--- src/rtl/usr_barrel_if.sv ---
// Bus bundle for usr_barrel: command inputs and register/serial outputs.
interface usr_barrel_if #(
  parameter int WIDTH   = 8,
  parameter int SHAMT_W = $clog2(WIDTH)
);
  logic               en;
  logic [2:0]         mode;
  logic [SHAMT_W-1:0] shamt;
  logic               s_in_r;
  logic               s_in_l;
  logic [WIDTH-1:0]   p_in;
  logic [WIDTH-1:0]   p_out;
  logic               r_out;
  logic               l_out;
  logic               busy;
  logic               done;

  modport master (
    output en, mode, shamt, s_in_r, s_in_l, p_in,
    input  p_out, r_out, l_out, busy, done
  );

  modport slave (
    input  en, mode, shamt, s_in_r, s_in_l, p_in,
    output p_out, r_out, l_out, busy, done
  );
endinterface

--- src/rtl/usr_barrel.sv ---
// Universal shift register: barrel shifts/rotates, arithmetic shift and
// an LSB-first serial burst driven by a two-state FSM.
module usr_barrel #(
  parameter int WIDTH   = 8,
  parameter int SHAMT_W = $clog2(WIDTH)
) (
  input logic       clk,
  input logic       rst,
  usr_barrel_if.slave bus
);
  localparam int CNT_W = $clog2(WIDTH);

  localparam logic [2:0] M_HOLD  = 3'b000;
  localparam logic [2:0] M_SHR   = 3'b001;
  localparam logic [2:0] M_SHL   = 3'b010;
  localparam logic [2:0] M_LOAD  = 3'b011;
  localparam logic [2:0] M_ROR   = 3'b100;
  localparam logic [2:0] M_ROL   = 3'b101;
  localparam logic [2:0] M_SAR   = 3'b110;
  localparam logic [2:0] M_BURST = 3'b111;

  typedef enum logic {IDLE, SHIFT} state_t;

  state_t           state, state_n;
  logic [CNT_W-1:0] cnt, cnt_n;
  logic [WIDTH-1:0] p_q, p_n;
  logic             done_q, done_n;

  // Shift amounts >= WIDTH fall out naturally: plain shifts yield all-fill,
  // and the rotate amount is reduced modulo WIDTH first.
  function automatic logic [WIDTH-1:0] op_result(
    input logic [2:0]         m,
    input logic [SHAMT_W-1:0] sh,
    input logic               sr,
    input logic               sl,
    input logic [WIDTH-1:0]   pin,
    input logic [WIDTH-1:0]   cur
  );
    logic [WIDTH-1:0]        ones, r;
    logic signed [WIDTH-1:0] cur_s;
    logic [SHAMT_W-1:0]      amt;
    logic [2*WIDTH-1:0]      dbl, rl;
    ones  = {WIDTH{1'b1}};
    cur_s = cur;
    amt   = SHAMT_W'(sh % WIDTH);
    dbl   = {cur, cur};
    rl    = dbl << amt;
    r     = cur;
    case (m)
      M_SHR:  r = (cur >> sh) | ({WIDTH{sr}} & ~(ones >> sh));
      M_SHL:  r = (cur << sh) | ({WIDTH{sl}} & ~(ones << sh));
      M_LOAD: r = pin;
      M_ROR:  r = WIDTH'(dbl >> amt);
      M_ROL:  r = rl[2*WIDTH-1:WIDTH];
      M_SAR:  r = cur_s >>> sh;
      default: r = cur;
    endcase
    return r;
  endfunction

  always_ff @(posedge clk) begin
    if (rst) begin
      state  <= IDLE;
      cnt    <= '0;
      p_q    <= '0;
      done_q <= 1'b0;
    end else begin
      state  <= state_n;
      cnt    <= cnt_n;
      p_q    <= p_n;
      done_q <= done_n;
    end
  end

  always_comb begin
    state_n = state;
    cnt_n   = cnt;
    p_n     = p_q;
    done_n  = 1'b0;
    case (state)
      IDLE: begin
        if (bus.en) begin
          if (bus.mode == M_BURST) begin
            p_n     = bus.p_in;
            cnt_n   = CNT_W'(WIDTH - 1);
            state_n = SHIFT;
          end else if (bus.mode != M_HOLD) begin
            p_n = op_result(bus.mode, bus.shamt, bus.s_in_r, bus.s_in_l, bus.p_in, p_q);
          end
        end
      end
      SHIFT: begin
        // Commands are ignored until the burst finishes.
        if (cnt != '0) begin
          p_n   = {bus.s_in_r, p_q[WIDTH-1:1]};
          cnt_n = cnt - CNT_W'(1);
        end else begin
          state_n = IDLE;
          done_n  = 1'b1;
        end
      end
      default: state_n = IDLE;
    endcase
  end

  assign bus.p_out = p_q;
  assign bus.r_out = p_q[0];
  assign bus.l_out = p_q[WIDTH-1];
  assign bus.busy  = (state == SHIFT);
  assign bus.done  = done_q;
endmodule

--- src/flat_wrapper.sv ---
// flat-port wrapper written by rule: the top's interface ports become plain ports
module usr_barrel_flat 
#(
  parameter int WIDTH   = 8,
  parameter int SHAMT_W = $clog2(WIDTH)
)
  (clk, rst, bus_en, bus_mode, bus_shamt, bus_s_in_r, bus_s_in_l, bus_p_in, bus_p_out, bus_r_out, bus_l_out, bus_busy, bus_done);
  usr_barrel_if #(.WIDTH(WIDTH), .SHAMT_W(SHAMT_W)) bus_i ();
  input logic clk;
  input logic rst;
  input wire logic [$bits(bus_i.en)-1:0] bus_en;
  input wire logic [$bits(bus_i.mode)-1:0] bus_mode;
  input wire logic [$bits(bus_i.shamt)-1:0] bus_shamt;
  input wire logic [$bits(bus_i.s_in_r)-1:0] bus_s_in_r;
  input wire logic [$bits(bus_i.s_in_l)-1:0] bus_s_in_l;
  input wire logic [$bits(bus_i.p_in)-1:0] bus_p_in;
  output wire logic [$bits(bus_i.p_out)-1:0] bus_p_out;
  output wire logic [$bits(bus_i.r_out)-1:0] bus_r_out;
  output wire logic [$bits(bus_i.l_out)-1:0] bus_l_out;
  output wire logic [$bits(bus_i.busy)-1:0] bus_busy;
  output wire logic [$bits(bus_i.done)-1:0] bus_done;
  assign bus_i.en = bus_en;
  assign bus_i.mode = bus_mode;
  assign bus_i.shamt = bus_shamt;
  assign bus_i.s_in_r = bus_s_in_r;
  assign bus_i.s_in_l = bus_s_in_l;
  assign bus_i.p_in = bus_p_in;
  assign bus_p_out = bus_i.p_out;
  assign bus_r_out = bus_i.r_out;
  assign bus_l_out = bus_i.l_out;
  assign bus_busy = bus_i.busy;
  assign bus_done = bus_i.done;
  usr_barrel #(.WIDTH(WIDTH), .SHAMT_W(SHAMT_W)) u_core (.clk(clk), .rst(rst), .bus(bus_i));
endmodule
--- config.mk ---
export PLATFORM = sky130hd
export DESIGN_NAME = usr_barrel_flat
export DESIGN_NICKNAME = d
export VERILOG_FILES = /design/src/rtl/usr_barrel_if.sv /design/src/rtl/usr_barrel.sv /design/src/flat_wrapper.sv
export SDC_FILE = /design/constraint.sdc
export NUM_CORES = 1
export LEC_CHECK = 0
export BUFFER_PORTS_ARGS = -buffer_cell sky130_fd_sc_hd__buf_2
export CAP_MARGIN = 20
export CORE_MARGIN = 2
export CORE_UTILIZATION = 50
export DETAILED_ROUTE_END_ITERATION = 12
export GPL_TIMING_DRIVEN = 0
export HOLD_SLACK_MARGIN = 0.02
export PLACE_DENSITY = 0.72
export SETUP_SLACK_MARGIN = 0.15
export SYNTH_ARGS = -nofsm -noshare
export SYNTH_HDL_FRONTEND = slang
export SYNTH_SLANG_ARGS = --single-unit
--- constraint.sdc ---
create_clock -name clk -period 2.5 [get_ports clk]
set_clock_uncertainty 0.2 [all_clocks]
set_input_delay 0.25 -clock clk [delete_from_list [all_inputs] [get_ports clk]]
set_output_delay 0.25 -clock clk [all_outputs]
set_load 0.005 [all_outputs]
==> out/results.txt, run 1 <==
P per Cell Area - 352.4 mW/mm2
Top FF cell, synth - dfxtp_1
Cells after Synth - 276
Cell Rows - 24
Routed len/inst - 22.18 um
Gr usage total - 0.3121
Fin. Hold Viols - 0
Worst-path fanout max - 10
Pre-CTS setup slack - 0.02914 ns
Worst path max stage delay - 0.53 ns
Fin. max-slew vios - 0
CTS clk-pin slew, worst paths - 0.06 ns
Tcrit/Tclk final - 0.9155
Initial Util - 0.5161
CP endpoint kind - register
Post-synthesis sequential area ratio - 0.1158
Slowest-stage cell, CP - mux4_2
Vias - 2497
Asr flop ratio synth - 0
Max clock buf depth - 2
IO Port Bufs - 25
Leading area contributor after synthesis - dfxtp_1
I/O Pins - 31
DRT Wirelength - 7918 um
Sw Pwr - 0.3578 mW
Synth warn - 0
Cts bufs inserted - 3
RR Startpoint - u_core.bus.p_out[6]
1st-iter DRT viols - 540
Post-route antenna net violation count - 0
Cell breakdown of the critical path - buf_1 -> mux2_2 -> mux4_2 -> o211ai_2 -> o2111a_1 -> nor4_1
Switching Share - 0.4043
Syn Std Cell Area - 0.002247 mm2
Fillers - 410
Clk pwr share - 0.211
Capturing point of the worst reg2reg path - u_core.bus.p_out[5]
FF-to-FF path depth - 6
Synth Area per Inst - 8.142 um2
CP Launch Type - register
Synth Net Count - 297
Most common cell after layout, fill and taps aside - buf_2
Root buf cell - clkbuf_8
Total Power - 0.8849 mW
Setup Crit Path Kind - register to register
Final setup margin - 0.2114 ns
F_max - 436.9 MHz
Setup tns final - 0 ns
Setup Buffers After CTS - 0
RSZ-0062 raised after global routing - false
Internal - 0.5272 mW
Final setup vio count - 0
Drt first pass iters - 6
Maximum VDD drop - 0.3132 mV
NumNets Final - 327
Synth top area cells - dfxtp_1 12%, mux4_2 9.0%, mux2i_1 4.9%
Commonest cells after routing, fill and taps aside - 39 x buf_2, 22 x nand2_1, 20 x a21oi_1
Reg-to-reg slack, setup - 0.21 ns
Die Ht - 71.04 um
Min Tclk post-route - 2.289 ns
Worst-margin pin slew - 0.6314 ns
CP Data Required Time - 2.40 ns
First-pass GRT wire length - 12350 um
Antenna cell count - 0
Layout area overhead - 11.75%
Combinational Power Share - 0.511
Total die area - 0.005047 mm2
Floorplan core area - 0.004354 mm2
Die extent in x - 71.04 um
Cell variety after synth - 66
Max-cap violations - 0
Clk sinks - 13
Vias in the first global route - 2261
Seq pwr share - 0.278
Placer Congestion - 1.067
Initial antenna violation count - 0
Total gr overflow - 0
Clk Latency, worst-skew pair - 0.24 ns
Crit path from - u_core.bus.p_out[6]
CTS tree - done
Yosys top cell area share - 0.1158
CP endpoint - u_core.bus.p_out[5]
Post-synth EDFFs - 0
CP arrival - 2.19 ns
Run status - finished clean
FF+latch count, synth - 13
Largest net degree at the start of global routing - 12
Worst Hold Class - input port to register
DP Wirelength - 5925 um
Number of H-tree levels - 1
Pleak - 1.019 nW
DRC - 0
Fin util - 0.5767
Layout cells sized above 1 - 0.2787
Slew headroom - 0.5772
Via density - 6.994
synth_stat cells, types with 7 or more instances:
library cell	count
nor2_1	16
nand2b_1	9
nor2b_1	7
clkbuf_1	11
o21ai_0	14
mux2_2	9
mux2i_1	11
o211ai_1	7
nand2_1	22
dfxtp_1	13
inv_1	8
mux4_2	9
a21oi_1	20
buf_2	13
critical path: cells and delay by family, from the launching register on:
family                 cells  cell delay (ns)
buffers and inverters      1             0.24
AOI/OAI and AO/OA          2             0.41
DFF                        1             0.32
and+or+nand+nor            1             0.06
muxes                      2             0.92
sequential cells by signal, summed over array words and instances (netlist names):
signal            flops
u_core.bus.busy       1
u_core.bus.done       1
u_core.bus.p_out      8
u_core.cnt            3
per-layer routing:
layer | GRT usage | vias up | part of all wire
met1 | 0.4512 | 1141 | 0.40
li1 | - | 1127 | -
met3 | 0.05271 | 32 | 0.12
met5 | 0 | - | 0
met4 | 0.09853 | 0 | 0.036
met2 | 0.4766 | 197 | 0.44
power by group through the flow:
stage / Combinational (mW) / Sequential [mW] / Clock, mW
after global routing: 0.477 / 0.248 / 0.197
after floorplan: 0.304 / 0.242 / 0
after CTS: 0.430 / 0.245 / 0.192
after detailed placement: 0.428 / 0.250 / 0
after global placement: 0.432 / 0.249 / 0
final: 0.452 / 0.246 / 0.187
stage by stage:
step | instance area (um2) | hold slack, ns | cells
6_report | 2511 | 0.09978 | 357
5_1_grt | 2511 | 0.1073 | 357
4_1_cts | 2486 | 0.09942 | 357
3_5_place_dp | 2437 | 0.3181 | 353
3_3_place_gp | 2437 | 0.2920 | 353
2_1_floorplan | 2247 | 0.1321 | 276
repair_timing:
item                       4_1_cts  5_1_grt
setup endpoints to repair        3        4
gates cloned                     0        0
hold buffers                     0        0
resized for setup                3        8
pin swaps                        0        0
how the worst min path moves through the flow:
stage / startpoint / to / cells past startpoint
after floorplan: rst / u_core.bus.p_out[3] / 1
after global placement: u_core.cnt[1] / u_core.cnt[1] / 2
after detailed placement: u_core.cnt[1] / u_core.cnt[1] / 2
after CTS: rst / u_core.bus.p_out[3] / 2
after global routing: rst / u_core.bus.p_out[3] / 2
final: rst / u_core.bus.p_out[3] / 2
logic make-up after synthesis:
family                     after synthesis  synth area share
DFF                                     13            0.1158
buffers and inverters                   42            0.1030
adders and majority gates                2           0.01113
and+or+nand+nor                         95            0.2366
muxes                                   35            0.2444
AOI/OAI and AO/OA                       89            0.2890
area by class of cell:
type / instances / area [um2] / area share
multi-input combinational: 221 / 1779 / 0.7085
sequential: 13 / 260.3 / 0.1036
buffer: 33 / 202.7 / 0.08072
tap: 52 / 65.06 / 0.02591
inverter: 9 / 33.78 / 0.01345
clock buffer: 4 / 45.04 / 0.01794
timing repair buffer: 25 / 125.1 / 0.04983
Note: power is estimated with default switching activity, not from simulation.
==> run 2, diff against run 1 <==
--- a/config.mk
+++ b/config.mk
@@ -8,11 +8,11 @@
 export BUFFER_PORTS_ARGS = -buffer_cell sky130_fd_sc_hd__buf_2
 export CAP_MARGIN = 20
 export CORE_MARGIN = 2
-export CORE_UTILIZATION = 50
+export CORE_UTILIZATION = 59
 export DETAILED_ROUTE_END_ITERATION = 12
 export GPL_TIMING_DRIVEN = 0
 export HOLD_SLACK_MARGIN = 0.02
-export PLACE_DENSITY = 0.72
+export PLACE_DENSITY = 0.83
 export SETUP_SLACK_MARGIN = 0.15
 export SYNTH_ARGS = -nofsm -noshare
 export SYNTH_HDL_FRONTEND = slang
==> run 2 against run 1 <==
Effect of this change:
- total power up 0.14%
- critical path depth did not move
- via count rose by 4.9%
- design area decreased by 1.0%
- critical endpoint unchanged
- flip-flop and latch count stayed put
- critical path type unchanged
- global-route usage increased by 6.1 points
- sequential power hardly changed
==> out/results.txt, run 2 (same netlist as run 1, synthesis figures left out) <==
Run status - finished clean (unchanged)
Largest net degree at the start of global routing - 12 (unchanged)
Floorplan core area - 0.003661 mm2 (was 0.004354 mm2)
Pleak - 1.012 nW (was 1.019 nW)
DRT Wirelength - 7907 um (was 7918 um)
CP Data Required Time - 2.40 ns (about the same)
Layout area overhead - 10.63% (was 11.75%)
Die extent in x - 65.72 um (was 71.04 um)
P per Cell Area - 356.5 mW/mm2 (was 352.4 mW/mm2)
Max-cap violations - 0 (unchanged)
RSZ-0062 raised after global routing - false (unchanged)
Drt first pass iters - 6 (unchanged)
Maximum VDD drop - 0.4511 mV (was 0.3132 mV)
Hold WS - 0.08207 ns (was 0.09978 ns)
Setup Crit Path Kind - register to register (unchanged)
Worst Hold Class - input port to register (unchanged)
Multi-input gate area - 0.001760 mm2 (was 0.001779 mm2)
Min Tclk post-route - 2.343 ns (was 2.289 ns)
Global-route met3 utilization - 0.08048 (was 0.05271)
Die Ht - 65.72 um (was 71.04 um)
Slew headroom - 0.5941 (was 0.5772)
CP arrival - 2.24 ns (was 2.19 ns)
Cell Rows - 22 (was 24)
Max clock buf depth - 2 (unchanged)
Clk sinks - 13 (unchanged)
Most common cell after layout, fill and taps aside - buf_2 (unchanged)
Vias - 2619 (was 2497)
Hold buffer count at CTS - 0 (unchanged)
IO Port Bufs - 25 (unchanged)
Setup tns final - 0 ns (unchanged)
Initial antenna violation count - 0 (unchanged)
NumNets Final - 327 (unchanged)
CP endpoint kind - register (unchanged)
Fillers - 295 (was 410)
Fin. Hold Viols - 0 (unchanged)
Initial Util - 0.6138 (was 0.5161)
Register area - 260.3 um2 (unchanged)
Routed len/inst - 22.40 um (was 22.18 um)
Total die area - 0.004318 mm2 (was 0.005047 mm2)
1st-iter DRT viols - 615 (was 540)
Vias in the first global route - 2412 (was 2261)
CTS tree - done (unchanged)
Worst-margin pin slew - 0.6067 ns (was 0.6314 ns)
Layout cells sized above 1 - 0.2656 (was 0.2787)
Worst-path fanout max - 10 (unchanged)
DRC - 0 (unchanged)
CP Launch Type - register (unchanged)
Placer Congestion - 0.9888 (was 1.067)
Tcrit/Tclk final - 0.9372 (was 0.9155)
I/O Pins - 31 (unchanged)
CTS clk-pin slew, worst paths - 0.06 ns (about the same)
Busiest grt layer - met2 (unchanged)
Gr usage total - 0.3734 (was 0.3121)
Commonest cells after routing, fill and taps aside - 38 x buf_2, 22 x nand2_1, 20 x a21oi_1 (was 39 x buf_2, 22 x nand2_1, 20 x a21oi_1)
Dpl cell area - 0.002432 mm2 (was 0.002437 mm2)
Number of H-tree levels - 1 (unchanged)
Cts bufs inserted - 3 (unchanged)
Total gr overflow - 0 (unchanged)
First-pass GRT wire length - 12170 um (was 12350 um)
GR Util met1 - 0.5086 (was 0.4512)
Max FFs per register - 8 (unchanged)
Final setup vio count - 0 (unchanged)
Clk Latency, worst-skew pair - 0.25 ns (was 0.24 ns)
F_max - 426.8 MHz (was 436.9 MHz)
Via density - 7.419 (was 6.994)
Post-route antenna net violation count - 0 (unchanged)
Antenna cell count - 0 (unchanged)
Fin area - 0.002486 mm2 (was 0.002511 mm2)
Met2 Usage GRT - 0.5568 (was 0.4766)
DP Wirelength - 5656 um (was 5925 um)
Root buf cell - clkbuf_8 (unchanged)
Fin. max-slew vios - 0 (unchanged)
-- run 2: changes by cell type in the layout (fill, tap and decap cells not counted), sizes merged --
| cell | delta |
|---|---|
| clkbuf | +2 |
| buf | -2 |
-- run 2: worst paths after layout --
kind | startpoint | endpoint | slack, ns | cells past startpoint
setup reg to reg | u_core.bus.p_out[6] | u_core.bus.p_out[5] | 0.16 | 6
setup / recovery | u_core.bus.p_out[6] | u_core.bus.p_out[5] | 0.16 | 6
hold reg to reg | u_core.cnt[1] | u_core.cnt[1] | 0.32 | 2
hold / removal | rst | u_core.bus.p_out[3] | 0.08 | 2
-- run 2: final cells by class --
type / instances / area share
buffer: 33 / 0.08103
clock buffer: 4 / 0.01812
inverter: 9 / 0.01359
multi-input combinational: 221 / 0.7081
sequential: 13 / 0.1047
tap: 48 / 0.02416
timing repair buffer: 25 / 0.05033
-- run 2: worst max-delay path: stages (launching register included) --
cell and delay (ns):
dfxtp_1 0.32, clkbuf_1 0.26, mux2_2 0.39, mux4_2 0.51, o211ai_2 0.22, o2111a_1 0.23
nor4_1 0.07
-- run 2: where the power goes --
part           switching, mW  total (mW)  internal [mW]
registers             0.0225       0.245          0.222
logic                  0.259       0.449          0.190
clock network         0.0800       0.193          0.113
-- run 2: per-stage QoR --
step	power (mW)	std cells	util	setup slack, ns
3_5_place_dp	0.6698	349	0.6644	0.1662
2_1_floorplan	0.5459	276	-	0.5293
3_3_place_gp	0.6722	349	0.6644	0.06093
5_1_grt	0.9167	353	0.6791	0.1524
6_report	0.8862	353	0.6791	0.1571
4_1_cts	0.8646	353	0.6781	0.1503
-- run 2: per-layer routing --
metal / vias up / routed length, um
li1: 1130 / -
met1: 1146 / 3042
met2: 282 / 3270
met3: 61 / 1216
met4: 0 / 378
met5: - / 0
-- run 2: timing repair --
action,in CTS,in global routing
buffers inserted,0,0
pin swaps,0,0
resized for setup,1,6
gates cloned,0,0
setup endpoints to repair,1,7
